[src/rtl/capture_uart_tx.sv]
// capture_uart_tx: drains the capture FIFO and streams each 32-bit word, MSB byte first, over 8N1 UART.
// Define CAPTURE_SYNC_HEADER_EN to prefix every word with the sync byte 0xA5 (5-byte frames).
`timescale 1ns/1ps
module capture_uart_tx #(
    parameter int CLKS_PER_BIT = 217
) (
    input  logic        i_clk,
    input  logic        _mrst,
    input  logic        i_fifo_empty,
    input  logic [31:0] i_fifo_data,
    output logic        o_fifo_read,
    output logic        o_tx,
    output logic        o_busy
);
    localparam int CW = (CLKS_PER_BIT > 1) ? $clog2(CLKS_PER_BIT) : 1;
    localparam logic [CW-1:0] BAUD_LAST = CW'(CLKS_PER_BIT - 1);
`ifdef CAPTURE_SYNC_HEADER_EN
    localparam logic [2:0] IDX_LAST  = 3'd4;
    localparam logic [7:0] SYNC_BYTE = 8'hA5;
`else
    localparam logic [2:0] IDX_LAST  = 3'd3;
`endif

    typedef enum logic [2:0] {IDLE, READ, LATCH, START, DATA, STOP} state_t;

    state_t         state_reg;
    logic [CW-1:0]  baud_reg;
    logic [2:0]     bit_cnt_reg;
    logic [2:0]     byte_idx_reg;
    logic [31:0]    shift_reg;
    logic [7:0]     tx_byte_reg;

    always_ff @(posedge i_clk or negedge _mrst) begin
        if (!_mrst) begin
            state_reg    <= IDLE;
            baud_reg     <= '0;
            bit_cnt_reg  <= '0;
            byte_idx_reg <= '0;
            shift_reg    <= '0;
            tx_byte_reg  <= '0;
            o_fifo_read  <= 1'b0;
            o_tx         <= 1'b1;
            o_busy       <= 1'b0;
        end else begin
            case (state_reg)
                IDLE: begin
                    o_tx     <= 1'b1;
                    baud_reg <= '0;
                    if (!i_fifo_empty) begin
                        state_reg   <= READ;
                        o_fifo_read <= 1'b1;
                        o_busy      <= 1'b1;
                    end
                end
                READ: begin
                    o_fifo_read <= 1'b0;
                    state_reg   <= LATCH;
                end
                LATCH: begin
                    // FIFO q is valid now, one cycle after the rdreq pulse.
                    byte_idx_reg <= '0;
                    baud_reg     <= '0;
                    o_tx         <= 1'b0;
                    state_reg    <= START;
`ifdef CAPTURE_SYNC_HEADER_EN
                    shift_reg    <= i_fifo_data;
                    tx_byte_reg  <= SYNC_BYTE;
`else
                    shift_reg    <= {i_fifo_data[23:0], 8'h00};
                    tx_byte_reg  <= i_fifo_data[31:24];
`endif
                end
                START: begin
                    if (baud_reg == BAUD_LAST) begin
                        baud_reg    <= '0;
                        bit_cnt_reg <= '0;
                        o_tx        <= tx_byte_reg[0];
                        state_reg   <= DATA;
                    end else begin
                        baud_reg <= baud_reg + CW'(1);
                    end
                end
                DATA: begin
                    if (baud_reg == BAUD_LAST) begin
                        baud_reg <= '0;
                        if (bit_cnt_reg == 3'd7) begin
                            o_tx      <= 1'b1;
                            state_reg <= STOP;
                        end else begin
                            // Bit 0 is already on the line; shift so bit[1] is the next one.
                            o_tx        <= tx_byte_reg[1];
                            tx_byte_reg <= {1'b0, tx_byte_reg[7:1]};
                            bit_cnt_reg <= bit_cnt_reg + 3'd1;
                        end
                    end else begin
                        baud_reg <= baud_reg + CW'(1);
                    end
                end
                STOP: begin
                    if (baud_reg == BAUD_LAST) begin
                        baud_reg <= '0;
                        if (byte_idx_reg < IDX_LAST) begin
                            byte_idx_reg <= byte_idx_reg + 3'd1;
                            tx_byte_reg  <= shift_reg[31:24];
                            shift_reg    <= {shift_reg[23:0], 8'h00};
                            o_tx         <= 1'b0;
                            state_reg    <= START;
                        end else begin
                            o_busy    <= 1'b0;
                            state_reg <= IDLE;
                        end
                    end else begin
                        baud_reg <= baud_reg + CW'(1);
                    end
                end
                default: begin
                    state_reg   <= IDLE;
                    o_tx        <= 1'b1;
                    o_fifo_read <= 1'b0;
                    o_busy      <= 1'b0;
                end
            endcase
        end
    end
endmodule

[config.mk]
export PLATFORM = sky130hd
export DESIGN_NAME = capture_uart_tx
export DESIGN_NICKNAME = d
export VERILOG_FILES = /design/src/rtl/capture_uart_tx.sv
export SDC_FILE = /design/constraint.sdc
export NUM_CORES = 1
export LEC_CHECK = 0
export CAP_MARGIN = 20
export CORE_MARGIN = 2
export CORE_UTILIZATION = 40
export DETAILED_ROUTE_END_ITERATION = 16
export PLACE_DENSITY_LB_ADDON = 0.25
export SLEW_MARGIN = 20
export SYNTH_ARGS = -nofsm -noshare
export SYNTH_HDL_FRONTEND = slang
export SYNTH_SLANG_ARGS = --single-unit
[constraint.sdc]
create_clock -name i_clk -period 2.85 [get_ports i_clk]
set_input_delay 0.285 -clock i_clk [delete_from_list [all_inputs] [get_ports i_clk]]
set_output_delay 0.285 -clock i_clk [all_outputs]
set_load 0.1 [all_outputs]
* Word-level counts from Yosys, hierarchy flattened
Index checks and enable logic that the tools add are counted.
** Word-level totals
- Bits of input ports :: 35
- Register bits :: 60
- RAM bits :: 0
- Output and inout port bits :: 3
- Logic and storage cells :: 82
- Bits in read-only memories :: 0
- Memories :: 0
- Latch bits :: 0
** Cells by class
- Shift-type cells :: 0
- Bitwise gates (word level) :: 3
- Equal/unequal tests :: 15
- Multiplexer cells :: 35
- Reductions and logical operators :: 16
- $mul :: 0
- Add/subtract/negate cells :: 3
- Order comparisons :: 1
- Divide/modulo/power cells :: 0
** Operators by type and width (count)
- $mux W32 :: 2
- $pmux W32 S2 :: 1
- $mux W8 :: 5
- $mux W3 :: 10
- $pmux W8 S3 :: 1
- $pmux W3 S6 :: 1
- $ne A2 B2 Y1 const B :: 8
- $pmux W8 S2 :: 1
- $reduce_and A5 Y1 :: 3
- $pmux W3 S2 :: 2
- $eq A3 B3 Y1 const B :: 3
- $add A8 B1 Y8 const B :: 1
- $eq A8 B8 Y1 const B :: 1
- $mux W1 :: 8
- $reduce_and A4 Y1 :: 2
- $reduce_or A4 Y1 :: 2
- $add A3 B1 Y3 const B :: 2
- $eq A3 B2 Y1 const B :: 2
- $reduce_bool A2 Y1 :: 3
- $pmux W1 S5 :: 1
- $eq A3 B1 Y1 const B :: 1
- $logic_not A3 Y1 :: 1
- $lt A3 B2 Y1 const B :: 1
- $not A1 Y1 :: 3
- other kinds (8) :: 8

* Logic depth before layout (Yosys ltp)
- Depth in word-level cells :: 4
- Gate-level depth with buffers :: 8
- Gate-level depth less buffers :: 7

* Worst setup path before layout
OpenSTA, ideal clock, no wires.
- Path type :: register to register
- Start :: register state_reg[1]
- End :: register tx_byte_reg[0]
- Period minus slack after synthesis :: 2.009 ns
- Setup slack :: 0.841 ns
- Buffers on the path :: 1
- Library setup time :: 0.125 ns
- Cell stages (with the launch flop) :: 7
- Arrival time :: 1.885 ns
- Data required time :: 2.725 ns
- Cell sequence :: dfrtp_1 clkinv_1 ha_1 clkbuf_1 nor2_1 a211oi_4 mux2_2
** Between the ends
- Cells in the longest elaborated chain, start to end :: 3
- Elaborated cells between the ends (all ways) :: 10
- Those cells by class :: 7 x eq/ne; 1 x mux; 2 x reduce/logical
** Ends and longest elaborated chain
- start: declaration :: line 26 : state_t state_reg;
- start signal: assignment :: line 35 : state_reg <= IDLE;
- start signal: assignment :: line 50 : state_reg <= READ;
- start signal: assignment :: line 57 : state_reg <= LATCH;
- $eq A3 B3 Y1 or $eq A3 B2 Y1 (tied branches) :: line 45 : case (state_reg)
- $ne A2 B2 Y1 (no source line) or $reduce_bool A3 Y1 (tied branches)
- $reduce_and A5 Y1 (no source line)
- end signal: assignment :: line 70 : tx_byte_reg <= i_fifo_data[31:24];
- end signal: assignment :: line 92 : tx_byte_reg <= {1'b0, tx_byte_reg[7:1]};
- end signal: assignment :: line 104 : tx_byte_reg <= shift_reg[31:24];
- end: declaration :: line 31 : logic [7:0] tx_byte_reg;
Parallel ways exist; a longest one is shown, timed or not.
A chain may end at the register's enable or synchronous reset.

* Worst setup path in the final report
- Start :: register state_reg[2]
- End :: register tx_byte_reg[5]
The elaborated chain is that of the path after synthesis.

==> metrics <==
ys async rst share 1.000; Initial Utilization 0.4167; Worst Path Required slightly above 3 ns; number of vias per cell approximately 5.3; Max Slew Vio Count 0; CTS tree yes; Total GRT Usage 0.1612; Max VDD drop 0.2824 mV; initial antenna violation count 0; Clk pin slew, worst setup/hold paths around 0.11 ns; Inserted Clock Buffers 5; die width 85.80 um; crit path DAT around 2.4 ns; die area approximately 7400 sq um; Worst setup SP type register; post-route ant nets 0; Worst setup EP type register; relative slew slack 0.5824; I/O Buffers 37; post-synth net total ~320; YS warnings 0; CTS root buf clkbuf_8; via count 2081; top sig layer met4; synth unique cells 39; Die Height 85.80 um; Crit Path Max Fanout 20; Final nets between 300 and 400; largest buffer count on any clock path 2; Tcrit/Tclk final 0.7811; P_leak 1.398 nW; Cells after Synth around 270; pwr dens 910.8 nW/um^2; failing checks DRC; DR WL/cell between 10 and 15 um; DRC Markers 1; clk sinks 52; GRT Residual Overflow 0; # diodes 0; Worst-Margin Slew 0.6264 ns; reg2reg path depth 5; Area contributors post-synth dfrtp_1 (48%), o21ai_0 (6.4%), mux2i_1 (6.0%); wl on met1 approximately 2.6 mm; Ports 38; Max Cap Violations 0; number of synthesized flops with an enable pin 0; met3 WL ~190 um; final hold violations 0; CTS resizes 0; RSZ-0062 raised after global routing false; synthesis-to-finish area growth 21.22%; site row count 29; highest clock rate approximately 450 MHz; critical path's slowest cell dfrtp_1; H-tree Lvls 2; DRT Pass-1 Iters 12; Min Hold Slack 0.3855 ns; first-pass GRT wire length about 9.6 mm; cell chain of the critical path ha_1 -> buf_4 -> nor2_1 -> a211oi_4 -> mux2_2; synthesized flop and latch total 52; Seq/Total Area, Yosys 0.4867; Hold Buf Count CTS 1; FF-to-FF setup slack roughly 0.62 ns; Clock Latency Late Sink 0.32 ns; final RePlAce weighted congestion just over 0.8; largest net degree at the start of global routing 42; Max Clock Skew between 0.01 and 0.015 ns; synthesized area between 2000 and 3000 sq um; Hold Crit Class input pin to async pin; Final Critical Period 2.226 ns; layout cells sized above 1 0.1154; Worst path max stage delay approximately 0.67 ns; synthesized area per cell roughly 9.8 sq um; DRT iter0 DRCs roughly 120; total negative slack 0 ns; number of global-route vias before repair ~2100; largest area contributor in the netlist dfrtp_1; total power between 2 and 3 mW; Post-CTS Setup Inserts 0; critical path class register to register; outcome finished with violations; # setup viols final 0; top cell type's share of synthesized area 0.4769; DP HPWL around 3.9 mm; number of flip-flops under the largest register name 24; routed wire length 5.377 mm; met2 WL about 2.6 mm; core area approximately 6400 sq um; Main synth FF type dfrtp_1
## per-layer routing
metal | track usage | vias up
li1 | - | 1042
met1 | 0.2095 | 992
met2 | 0.2720 | 42
met3 | 0.03369 | 5
met4 | 0.04762 | 0
met5 | 0 | -
## synthesized netlist by cell type (7+ instances only)
| cell type | number |
|---|---|
| a22o_1 | 9 |
| o21ai_0 | 34 |
| a22oi_1 | 9 |
| dfrtp_1 | 51 |
| mux2i_1 | 16 |
| nor2_1 | 15 |
| mux2_2 | 10 |
| nand2_1 | 36 |
| ha_1 | 7 |
| a21oi_1 | 16 |
| clkbuf_1 | 8 |
## cell families after synthesis
kind of cell | after synthesis | synth area share
AO/OA/AOI/OAI | 85 | 0.1968
AND/OR/NAND/NOR | 80 | 0.1431
flip-flops | 52 | 0.4867
multiplexers | 26 | 0.1019
buffers and inverters | 21 | 0.03226
adder cells (fa/ha/maj) | 7 | 0.03272
XOR/XNOR | 2 | 0.006546
## through the flow
step / area [sq um] / instances / utilization / setup WS (ns)
after floorplan: 2676 / 273 / - / 0.8408
after global placement: 3129 / 380 / 0.4872 / 0.6753
after detailed placement: 3129 / 380 / 0.4872 / 0.5586
after CTS: 3237 / 389 / 0.5040 / 0.5244
after global routing: 3244 / 389 / 0.5052 / 0.4757
final: 3244 / 389 / 0.5052 / 0.6239
## worst paths after layout
check | from | to
setup / recovery | state_reg[2] | tx_byte_reg[5]
min in group i_clk | shift_reg[18] | shift_reg[18]
hold / removal | _mrst | tx_byte_reg[3]
setup reg to reg | state_reg[2] | tx_byte_reg[5]
hold reg to reg | shift_reg[18] | shift_reg[18]
max in group asynchronous | _mrst | byte_idx_reg[1]
## area by class of cell
| cell class | count | area (sq um) |
|---|---|---|
| Fill cell | 617 | 3178 |
| Sequential cell | 52 | 1303 |
| Multi-Input combinational cell | 200 | 1301 |
| Timing Repair Buffer | 45 | 420.4 |
| Tap cell | 77 | 96.34 |
| Clock buffer | 5 | 68.82 |
| Clock inverter | 3 | 28.78 |
| Inverter | 7 | 26.28 |
## layout by cell type (no fill, tap or decap), types with 2 or more instances in the layout
cell             instances
clkdlybuf4s50_1         33
clkbuf_8                 5
nand3_1                  6
a22oi_1                  9
and3_1                   4
o22ai_1                  3
mux2i_1                 16
a21oi_1                 16
inv_1                    6
nand2_1                 36
dfrtp_1                 51
inv_6                    2
nand2b_1                 5
a22o_1                   9
buf_4                   10
nor2_1                  15
xor2_1                   2
ha_1                     7
nor2b_1                  4
o21ai_0                 34
nor3_1                   2
o21ai_1                  4
mux2_2                  10
a21o_1                   2
## where the power goes
group,internal [mW],leakage [nW],switching [mW]
clock,0.186,0.0511,0.276
combinational,0.535,0.690,0.725
sequential,1.03,0.656,0.207
## critical path, delay by kind of cell, from the launching register on
family / cells / cell delay [ns]
buffers and inverters: 1 / 0.23
AOI/OAI and AO/OA: 1 / 0.45
and+or+nand+nor: 1 / 0.10
adders and majority gates: 1 / 0.26
DFF: 1 / 0.67
muxes: 1 / 0.39
(Power assumes the default switching activity.)
